[src/rtl/game_pkg.sv]
// Shared types and constants for the Pac-Man game flow controller.
package game_pkg;

  localparam int GRID_X_W = 6;
  localparam int GRID_Y_W = 5;
  localparam int LIVES_W  = 3;

  // Top-level game phases. The encoding is exported on the state port.
  typedef enum logic [2:0] {
    ST_INIT       = 3'd0,
    ST_PLAY       = 3'd1,
    ST_RESUME     = 3'd2,
    ST_LEVEL_DONE = 3'd3,
    ST_OVER       = 3'd4
  } game_state_t;

  // Elaboration-time helper for sizing counters.
  function automatic int max_int(input int a, input int b);
    return (a > b) ? a : b;
  endfunction

endpackage

[src/rtl/game_flow_ctrl_down_counter.sv]
// Loadable down counter that saturates at zero. Priority: reset/clear, load, decrement.
module down_counter #(
  parameter int W = 8
) (
  input  logic         clk_i,
  input  logic         rst_i,
  input  logic         clear_i,
  input  logic         load_i,
  input  logic [W-1:0] load_val_i,
  input  logic         dec_i,
  output logic [W-1:0] cnt_o
);

  logic [W-1:0] cnt_q;
  logic [W-1:0] cnt_d;

  // Next count: clear beats load, load beats decrement, decrement stops at zero.
  always_comb begin
    cnt_d = cnt_q;
    if (clear_i) begin
      cnt_d = '0;
    end else if (load_i) begin
      cnt_d = load_val_i;
    end else if (dec_i && (cnt_q != '0)) begin
      cnt_d = cnt_q - W'(1);
    end
  end

  // Count register with synchronous reset.
  always_ff @(posedge clk_i) begin
    if (rst_i) begin
      cnt_q <= '0;
    end else begin
      cnt_q <= cnt_d;
    end
  end

  assign cnt_o = cnt_q;

endmodule

[src/rtl/game_flow_ctrl.sv]
// Game sequencer: INIT -> PLAY -> (RESUME | LEVEL_DONE | OVER), with a timed
// frightened mode during which colliding ghosts are eaten instead of pacman.
//
// Strobe semantics: power_pill and level_clear are single-cycle pulses sampled
// on the rising edge and only honoured in PLAY; ghost_eaten is a registered
// pulse that stays high for exactly one cycle per sampled frightened collision.
module game_flow_ctrl
  import game_pkg::*;
#(
  parameter int NUM_GHOSTS   = 2,
  parameter int START_LIVES  = 3,
  parameter int RESUME_DELAY = 250000000,
  parameter int LEVEL_DELAY  = 100000000,
  parameter int FRIGHT_TIME  = 350000000,
  parameter int LEVEL_W      = 4
) (
  input  logic                           CLOCK_50,
  input  logic                           reset,
  input  logic                           start,
  input  logic [GRID_X_W-1:0]            pac_x,
  input  logic [GRID_Y_W-1:0]            pac_y,
  input  logic [GRID_X_W*NUM_GHOSTS-1:0] ghost_x,
  input  logic [GRID_Y_W*NUM_GHOSTS-1:0] ghost_y,
  input  logic                           power_pill,
  input  logic                           level_clear,
  output logic [2:0]                     state,
  output logic                           sprite_reset,
  output logic                           map_wr_reset,
  output logic                           score_reset,
  output logic                           ghost_enable,
  output logic                           frightened,
  output logic [NUM_GHOSTS-1:0]          ghost_eaten,
  output logic [LIVES_W-1:0]             lives,
  output logic [LEVEL_W-1:0]             level,
  output logic                           game_over
);

  // Delay counter holds at most max(delay)-1; a floor of 2 keeps it >= 1 bit.
  localparam int DLY_W = $clog2(max_int(max_int(RESUME_DELAY, LEVEL_DELAY), 2));
  localparam int FR_W  = $clog2(FRIGHT_TIME + 1);

  localparam logic [DLY_W-1:0]   RESUME_LOAD = DLY_W'(RESUME_DELAY - 1);
  localparam logic [DLY_W-1:0]   LEVEL_LOAD  = DLY_W'(LEVEL_DELAY - 1);
  localparam logic [FR_W-1:0]    FRIGHT_LOAD = FR_W'(FRIGHT_TIME);
  localparam logic [LIVES_W-1:0] LIVES_INIT  = LIVES_W'(START_LIVES);
  localparam logic [LEVEL_W-1:0] LEVEL_MAX   = {LEVEL_W{1'b1}};

  game_state_t           state_q, state_d;
  logic [LIVES_W-1:0]    lives_q, lives_d;
  logic [LEVEL_W-1:0]    level_q, level_d;
  logic [NUM_GHOSTS-1:0] eaten_q, eaten_d;

  logic [NUM_GHOSTS-1:0] hit;
  logic                  fatal;
  logic                  fright_q;
  logic                  dly_zero;

  logic                  dly_load, dly_dec;
  logic [DLY_W-1:0]      dly_val;
  logic [DLY_W-1:0]      dly_cnt;
  logic                  fr_load, fr_clear, fr_dec;
  logic [FR_W-1:0]       fr_cnt;

  // Per-ghost tile compare against pacman's next position.
  for (genvar g = 0; g < NUM_GHOSTS; g++) begin : g_hit
    assign hit[g] = (ghost_x[g*GRID_X_W +: GRID_X_W] == pac_x) &&
                    (ghost_y[g*GRID_Y_W +: GRID_Y_W] == pac_y);
  end

  assign fright_q = (fr_cnt != '0);
  assign dly_zero = (dly_cnt == '0);
  // Judged against last cycle's frightened flag, so a pill on the same edge does not save pacman.
  assign fatal    = (|hit) && !fright_q;

  // Phase transitions, life/level bookkeeping and counter controls.
  always_comb begin
    state_d  = state_q;
    lives_d  = lives_q;
    level_d  = level_q;
    eaten_d  = '0;
    dly_load = 1'b0;
    dly_val  = RESUME_LOAD;
    dly_dec  = 1'b0;
    fr_load  = 1'b0;
    fr_clear = 1'b1;
    fr_dec   = 1'b0;
    case (state_q)
      ST_INIT: begin
        if (start) begin
          state_d = ST_PLAY;
          lives_d = LIVES_INIT;
          level_d = '0;
        end
      end
      ST_PLAY: begin
        fr_clear = 1'b0;
        fr_dec   = 1'b1;
        eaten_d  = fright_q ? hit : '0;
        if (fatal) begin
          fr_clear = 1'b1;
          if (lives_q > LIVES_W'(1)) begin
            lives_d  = lives_q - LIVES_W'(1);
            dly_load = 1'b1;
            dly_val  = RESUME_LOAD;
            state_d  = ST_RESUME;
          end else begin
            lives_d = '0;
            state_d = ST_OVER;
          end
        end else if (level_clear) begin
          fr_clear = 1'b1;
          dly_load = 1'b1;
          dly_val  = LEVEL_LOAD;
          state_d  = ST_LEVEL_DONE;
        end else if (power_pill) begin
          fr_load = 1'b1;
        end
      end
      ST_RESUME: begin
        dly_dec = 1'b1;
        if (dly_zero) begin
          state_d = ST_PLAY;
        end
      end
      ST_LEVEL_DONE: begin
        dly_dec = 1'b1;
        if (dly_zero) begin
          state_d = ST_PLAY;
          if (level_q != LEVEL_MAX) begin
            level_d = level_q + LEVEL_W'(1);
          end
        end
      end
      ST_OVER: begin
        state_d = ST_OVER;
      end
      default: begin
        state_d = ST_INIT;
      end
    endcase
  end

  // Phase, lives, level and eaten-pulse registers.
  always_ff @(posedge CLOCK_50) begin
    if (reset) begin
      state_q <= ST_INIT;
      lives_q <= LIVES_INIT;
      level_q <= '0;
      eaten_q <= '0;
    end else begin
      state_q <= state_d;
      lives_q <= lives_d;
      level_q <= level_d;
      eaten_q <= eaten_d;
    end
  end

  down_counter #(.W(DLY_W)) u_delay_cnt (
    .clk_i      (CLOCK_50),
    .rst_i      (reset),
    .clear_i    (1'b0),
    .load_i     (dly_load),
    .load_val_i (dly_val),
    .dec_i      (dly_dec),
    .cnt_o      (dly_cnt)
  );

  down_counter #(.W(FR_W)) u_fright_cnt (
    .clk_i      (CLOCK_50),
    .rst_i      (reset),
    .clear_i    (fr_clear),
    .load_i     (fr_load),
    .load_val_i (FRIGHT_LOAD),
    .dec_i      (fr_dec),
    .cnt_o      (fr_cnt)
  );

  // Moore decode of the strobes driven into the datapath blocks.
  always_comb begin
    sprite_reset = 1'b1;
    map_wr_reset = 1'b1;
    score_reset  = 1'b1;
    ghost_enable = 1'b0;
    game_over    = 1'b0;
    case (state_q)
      ST_PLAY: begin
        sprite_reset = 1'b0;
        map_wr_reset = 1'b0;
        score_reset  = 1'b0;
        ghost_enable = 1'b1;
      end
      ST_RESUME: begin
        map_wr_reset = 1'b0;
        score_reset  = 1'b0;
      end
      ST_LEVEL_DONE: begin
        score_reset = 1'b0;
      end
      ST_OVER: begin
        sprite_reset = 1'b0;
        score_reset  = 1'b0;
        game_over    = 1'b1;
      end
      default: begin
      end
    endcase
  end

  assign state       = state_q;
  assign frightened  = fright_q;
  assign ghost_eaten = eaten_q;
  assign lives       = lives_q;
  assign level       = level_q;

endmodule

[config.mk]
export PLATFORM = sky130hd
export DESIGN_NAME = game_flow_ctrl
export DESIGN_NICKNAME = d
export VERILOG_FILES = /design/src/rtl/game_pkg.sv /design/src/rtl/game_flow_ctrl_down_counter.sv /design/src/rtl/game_flow_ctrl.sv
export SDC_FILE = /design/constraint.sdc
export NUM_CORES = 1
export LEC_CHECK = 0
export ABC_AREA = 1
export BUFFER_PORTS_ARGS = -buffer_cell sky130_fd_sc_hd__buf_2
export CORE_AREA = 2 2 124 126
export DETAILED_ROUTE_END_ITERATION = 16
export DIE_AREA = 0 0 126 128
export GPL_ROUTABILITY_DRIVEN = 0
export PLACE_DENSITY_LB_ADDON = 0.12
export SYNTH_ARGS = -nofsm -noshare
export SYNTH_HDL_FRONTEND = slang
export SYNTH_SLANG_ARGS = --single-unit
[constraint.sdc]
create_clock -name CLOCK_50 -period 3.4 [get_ports CLOCK_50]
set_input_delay 0.34 -clock CLOCK_50 [delete_from_list [all_inputs] [get_ports CLOCK_50]]
set_output_delay 0.34 -clock CLOCK_50 [all_outputs]
set_load 0.03 [all_outputs]
[Word-level counts from Yosys, hierarchy flattened]
Cells that the tools add are included.
Word-level totals
  flip-flop bits (word level): 69
  latch bits: 0
  RAM bits: 0
  bits in read-only memories: 0
  bits of input ports: 38
  output and inout bits: 18
  memories kept: 0
Cells by class
  $add $sub $neg: 4
  $mul: 0
  div/mod/pow operators: 0
  magnitude comparators: 1
  equality and inequality tests: 15
  shifts and indexed selects: 0
  mux-type cells: 37
  bitwise gates (word level): 2
  reduce and logical (&&, ||, !) cells: 25
Operator list (number)
  $mux W28: 5
  $mux W29: 2
  $reduce_bool A29 Y1: 1
  $sub A29 B1 Y29 const B: 1
  $logic_not A28 Y1: 1
  $reduce_bool A28 Y1: 1
  $sub A28 B1 Y28 const B: 1
  $mux W3: 8
  $mux W1: 16
  $eq A6 B6 Y1: 2
  $mux W4: 3
  $pmux W3 S4: 1
  $eq A5 B5 Y1: 2
  $reduce_or A2 Y1: 5
  $ne A2 B2 Y1 const B: 4
  $pmux W4 S2: 1
  $reduce_bool A2 Y1: 4
  $eq A3 B2 Y1 const B: 2
  $pmux W3 S2: 1
  $reduce_and A3 Y1: 2
  $reduce_or A3 Y1: 2
  $logic_and A1 B1 Y1: 5
  $add A4 B1 Y4 const B: 1
  $ne A4 B4 Y1 const B: 1
  other kinds (11): 12

[Depth between registers and ports, before layout]
  depth after elaboration: 7
  depth in mapped cells: 15
  depth with buffers taken out: 14

[Cells and area by module]
Synthesis repeated with hierarchy kept, for this count alone.
Second synthesis, totals
  cells, all modules: 1049
  area total of the unflattened synthesis: 5708.0 um2
By module, submodules not included
  down_counter (u_fright_cnt): instances 1, cells each 417, area an instance 2268.4 um2
  down_counter (u_delay_cnt): instances 1, cells each 405, area an instance 2179.6 um2
  game_flow_ctrl: instances 1, cells each 227, area an instance 1260.0 um2

[Least setup slack after synthesis]
OpenSTA, ideal clock, no wires.
  path type: reg-to-output
  start: reg state_q[1], in the netlist state[1]
  end: out score_reset
  data arrival time: 1.678 ns
  required time: 3.060 ns
  slack: 1.382 ns
  stages on the path, launching flop included: 6
  buffers on the path: 1
  path through: dfxtp_1 nor2_1 inv_1 nor2_2 buf_4 nor3_1
Between the ends
  word-level cells in the longest chain between the ends: 3
  elaborated cells on any way between the ends: 6
  classes of those cells: eq/ne (4); mux (1); reduce/logical (1)
RTL lines
  from (decl): line game_flow_ctrl.sv:48  | game_state_t state_q, state_d;
  from (signal assigned): line game_flow_ctrl.sv:151  | state_q <= state_d;
  $eq A3 B3 Y1 (tied with other cells): line game_flow_ctrl.sv:185  | case (state_q)
  $reduce_or A4 Y1 (no source line) (*)
  $mux W1 (*): line game_flow_ctrl.sv:185
  to (decl): line game_flow_ctrl.sv:29  | output logic score_reset,
Every way passes the cells marked *; elsewhere a longest branch is shown, timed or not.

[Worst setup path after layout]
  start: reg u_fright_cnt.cnt_q[0], in the netlist u_fright_cnt.cnt_o[0]
  end: reg u_fright_cnt.cnt_q[23], in the netlist u_fright_cnt.cnt_o[23]
Between the ends
  word-level cells in the longest chain between the ends: 6
  elaborated cells on any way between the ends: 13
  classes of those cells: add/sub (1); mux (6); reduce/logical (6)
RTL lines
  from (decl): line game_flow_ctrl_down_counter.sv:14  | logic [W-1:0] cnt_q;
  from (signal assigned): line game_flow_ctrl_down_counter.sv:34  | cnt_q <= cnt_d;
  branches (longest 6 deep; another with $sub A29 B1 Y29)
Several ways; the timed one is not identified. The select of a mux whose other input is x is not followed.
A chain may end at the register's enable or synchronous reset.

==> run_results.csv <==
group,metric,value,unit
outcome,outcome,"completed",
cells_and_area,layout.core_utilization,0.3476,
route,dr.pass1.iters,4,
power,vdd.ir_drop.worst,0.2576,mV
route,routed-via-count,4267,
clock_network,post_cts.repair.setup_buffers,0,
setup_path,critical-path-top-cell-by-count,"sky130_fd_sc_hd__nand2_1",
floorplan,core_area,14860,sq um
route,final_antenna_net_count,0,
synth,synth.ff_latch_count,69,
setup_path,arrival,2.57,ns
setup_path,worst_r2r_startpoint,"u_fright_cnt.cnt_o[0]$_SDFFE_PP0P_",
sta,rsz0062_at_grt,"no",
power,cellInternalPower,1.806,mW
power,total_power,2.692,mW
synth,post_synth_main_area_contributors,"sky130_fd_sc_hd__dfxtp_1 32%, sky130_fd_sc_hd__nand2_1 14%, sky130_fd_sc_hd__nor2_1 8.9%, sky130_fd_sc_hd__inv_1 8.6%, sky130_fd_sc_hd__nand3_1 6.3%",
sta,hold_violation_count_in_the_final_report,0,
setup_path,cpPeakStageDelay,0.34,ns
sta,final_critical_period,2.327,ns
flow_run,cap_viol_max_count,0,
power,cellPowerDensity,521.0,nW/um^2
sta,fmax,0.4297,GHz
clock_network,tritoncts.num_buffers,9,
clock_network,cts.reportedPaths.clkPinSlew,0.06,ns
grt,grt_util_overall,0.1461,
clock_network,post_cts.resized_instances,0,
cells_and_area,antennaDiodeCount,0,
grt,grt_pass1_wl,18970,um
route,detailroute.wirelength.met2,5517,um
synth,synthDominantCellAreaShare,0.3151,
power,leakage,2.615,nW
min_path,timing.hold.worst.class,"in2reg",
setup_path,critical_path_buf_inv_count,2,
setup_path,critical_path.reg2reg.endpoint,"u_fright_cnt.cnt_o[23]$_SDFFE_PP0P_",
sta,holdWs,0.3814,ns
sta,slew-limit-headroom,0.4766,
setup_path,timing.critical_path.depth,12,
setup_path,critPathMaxFanout,14,
grt,antenna_found_initial,0,
sta,fin_crit_sh,0.6844,
floorplan,placementRows,45,
placement,detailed_place.area,4840,sq um
power,p_sw,0.8855,mW
clock_network,tritoncts,"yes",
synth,synthesis.instances,695,
setup_path,r2r_slack,1.07,ns
sta,final-max-slew-violation-count,0,
setup_path,required,3.64,ns
synth,synthesis.area,4384,sq um
clock_network,cts_root_buffer,"sky130_fd_sc_hd__clkbuf_16",
floorplan,die_height,128,um
floorplan,effective_utilization_at_floorplan,0.2949,
setup_path,rr_worst_depth,12,
setup_path,crit_path_cell_trace,"inv_1 -> ha_1 -> nand2_1 -> nor2_4 -> nand4_1 -> nand2_1 -> nor2_2 -> nand3_1 -> o21ai_0 -> nand3_1 -> nand2_1 -> inv_1",
clock_network,ctsLongestPathBuffers,2,
route,drt_wl_total,11350,um
synth,synth_top_cell_by_area,"sky130_fd_sc_hd__dfxtp_1",
floorplan,io_pins,56,
power,clock_power_share,0.383,
power,pwr-share-comb,0.278,
route,wl_met3,351,um
setup_path,startpoint_type,"flop",
cells_and_area,multi_input_logic_area,2535,sq um
synth,synth.avg_cell_area,6.308,sq um
cells_and_area,final_design_area_no_fill,5166,sq um
setup_path,worst_setup_path_endpoint,"u_fright_cnt.cnt_o[23]$_SDFFE_PP0P_",
sta,clock_skew,0.006016,ns
sta,fin_setup_tns,0,ns
synth,post_synthesis_sequential_area_ratio,0.3151,
synth,ys_warn_count,0,
route,initialDrtViolationCount,193,
sta,final-setup-viol-count,0,
floorplan,die_w,126,um
setup_path,cpLargestDelayFamily,"simple AND/OR/NAND/NOR gates",
setup_path,crit_path_end_kind,"flop",
grt,globalRoute.totalOverflow,0,
power,p_seq_frac,0.339,
synth,syn-num-nets,739,
clock_network,numClockSinks,69,
power,switching_share,0.3290,
route,drc,0,
setup_path,crit_slowest_cell,"sky130_fd_sc_hd__nor2_2",
grt,vias_in_the_first_global_route,4074,
cells_and_area,drive_gt1_frac,0.1417,
cells_and_area,seq_area,1381,sq um
placement,dp_hpwl,8639,um
route,drt-vias-per-instance,4.525,
floorplan,dieArea,16130,sq um
route,routedWlPerCell,12.04,um
clock_network,hold_buffers,0,
cells_and_area,nets,794,
cells_and_area,fillCellCount,1661,
placement,portBuffers,55,
grt,pin_count_of_the_biggest_net_entering_global_routing,37,
route,dr.max_layer_used,"met4",
clock_network,ctsHtreeMaxLevel,3,
route,wirelength_met1,5314,um
cells_and_area,synthToLayoutAreaGrowth,17.84,%
clock_network,clkLatencyLatePin,0.34,ns
setup_path,path_class,"reg2reg",
synth,synth.distinct_cells,39,
setup_path,worstSetupStartpoint,"u_fright_cnt.cnt_o[0]$_SDFFE_PP0P_",
sta,worstMarginPinSlew,0.7790,ns
-- worst min path at each step --
stage                                             from                                   to  slack (ns)  depth (start not counted)
finish                                      power_pill  u_fright_cnt.cnt_o[25]$_SDFFE_PP0P_        0.38                          4
global route                                power_pill  u_fright_cnt.cnt_o[25]$_SDFFE_PP0P_        0.40                          4
CTS                                         power_pill  u_fright_cnt.cnt_o[25]$_SDFFE_PP0P_        0.37                          4
detailed placement  u_fright_cnt.cnt_o[0]$_SDFFE_PP0P_   u_fright_cnt.cnt_o[0]$_SDFFE_PP0P_        0.46                          2
global placement    u_fright_cnt.cnt_o[0]$_SDFFE_PP0P_   u_fright_cnt.cnt_o[0]$_SDFFE_PP0P_        0.45                          2
floorplan           u_fright_cnt.cnt_o[0]$_SDFFE_PP0P_   u_fright_cnt.cnt_o[0]$_SDFFE_PP0P_        0.44                          2
-- power by group through the flow --
stage / Sequential (mW) / Clock (mW) / Combinational, mW
after global placement: 0.930 / 0 / 0.746
final: 0.913 / 1.03 / 0.747
after global routing: 0.921 / 1.11 / 0.851
after detailed placement: 0.930 / 0 / 0.748
after CTS: 0.913 / 1.07 / 0.754
after floorplan: 0.936 / 0 / 0.569
-- layout by cell type (no fill, tap or decap), drive strengths merged, types with 12 or more instances in the layout --
cell    instances
a21oi          24
buf            58
clkbuf         12
dfxtp          69
inv           103
nand2         173
nand3          56
nand4          14
nor2          123
nor3           24
o21ai          20
xnor2          13
xor2           23
-- cell type report --
type	instances	area share
multi-input combinational	508	0.4907
sequential	69	0.2674
inverter	104	0.07556
timing repair buffer	58	0.05764
clock buffer	12	0.04965
tap	188	0.04553
clock inverter	4	0.01356
-- worst register-to-register path, stage by stage (launching register included) --
cell and delay [ns]:
sky130_fd_sc_hd__dfxtp_1 0.32, sky130_fd_sc_hd__inv_1 0.06, sky130_fd_sc_hd__ha_1 0.21, sky130_fd_sc_hd__nand2_1 0.13
sky130_fd_sc_hd__nor2_4 0.08, sky130_fd_sc_hd__nand4_1 0.12, sky130_fd_sc_hd__nand2_1 0.33, sky130_fd_sc_hd__nor2_2 0.35
sky130_fd_sc_hd__nand3_1 0.24, sky130_fd_sc_hd__o21ai_0 0.21, sky130_fd_sc_hd__nand3_1 0.08, sky130_fd_sc_hd__nand2_1 0.08
sky130_fd_sc_hd__inv_1 0.04
-- state kept, by name (all words and copies together) (netlist names) --
signal	cells
ghost_eaten	2
level	4
lives	3
state	3
u_delay_cnt.cnt_o	28
u_fright_cnt.cnt_o	29
-- through the flow --
stage,cells,setup WS [ns]
finish,943,1.073
global route,943,0.8201
CTS,943,1.044
detailed placement,927,1.041
floorplan,695,1.382
global placement,927,1.036
-- synthesized netlist by cell type --
cell type and count:
sky130_fd_sc_hd__nand4_1 13, sky130_fd_sc_hd__o31ai_1 1, sky130_fd_sc_hd__a31oi_1 10, sky130_fd_sc_hd__o21a_1 2, sky130_fd_sc_hd__a21oi_1 24, sky130_fd_sc_hd__nand2_2 3, sky130_fd_sc_hd__nor3_1 22, sky130_fd_sc_hd__or2_2 3
sky130_fd_sc_hd__nor2_1 104, sky130_fd_sc_hd__clkbuf_1 3, sky130_fd_sc_hd__ha_1 6, sky130_fd_sc_hd__nor2_2 18, sky130_fd_sc_hd__xnor2_1 13, sky130_fd_sc_hd__buf_4 2, sky130_fd_sc_hd__xor2_1 23, sky130_fd_sc_hd__buf_2 8
sky130_fd_sc_hd__nor3b_1 4, sky130_fd_sc_hd__nand3_4 1, sky130_fd_sc_hd__nor2_4 1, sky130_fd_sc_hd__nand4_2 1, sky130_fd_sc_hd__o21ai_0 18, sky130_fd_sc_hd__and3_1 2, sky130_fd_sc_hd__nor3_4 2, sky130_fd_sc_hd__nor4_1 1
sky130_fd_sc_hd__nand3b_1 3, sky130_fd_sc_hd__dfxtp_1 69, sky130_fd_sc_hd__nand2b_1 1, sky130_fd_sc_hd__o21ai_1 2, sky130_fd_sc_hd__inv_1 100, sky130_fd_sc_hd__nand2_1 169, sky130_fd_sc_hd__or2_1 1, sky130_fd_sc_hd__nand2_4 1
sky130_fd_sc_hd__clkinv_1 1, sky130_fd_sc_hd__nand3_1 55, sky130_fd_sc_hd__and2_4 1, sky130_fd_sc_hd__o211ai_1 1, sky130_fd_sc_hd__buf_6 1, sky130_fd_sc_hd__or2_0 2, sky130_fd_sc_hd__inv_2 3
-- per-layer routing --
| metal | vias up | track usage |
|---|---|---|
| met5 | - | 0 |
| met4 | 0 | 0.04137 |
| met3 | 17 | 0.04382 |
| met2 | 41 | 0.2577 |
| met1 | 1914 | 0.1721 |
| li1 | 2295 | - |
-- cell families (layout without fill, tap and decap cells) --
| kind of cell | after synthesis | after routing | synth area share |
|---|---|---|---|
| and+or+nand+nor | 408 | 408 | 0.4178 |
| buffers and inverters | 118 | 178 | 0.1067 |
| DFF | 69 | 69 | 0.3151 |
| AOI/OAI and AO/OA | 58 | 58 | 0.07135 |
| xor gates and xnor gates | 36 | 36 | 0.07192 |
| adders and majority gates | 6 | 6 | 0.01712 |
Power figures use the tool's default switching activity.
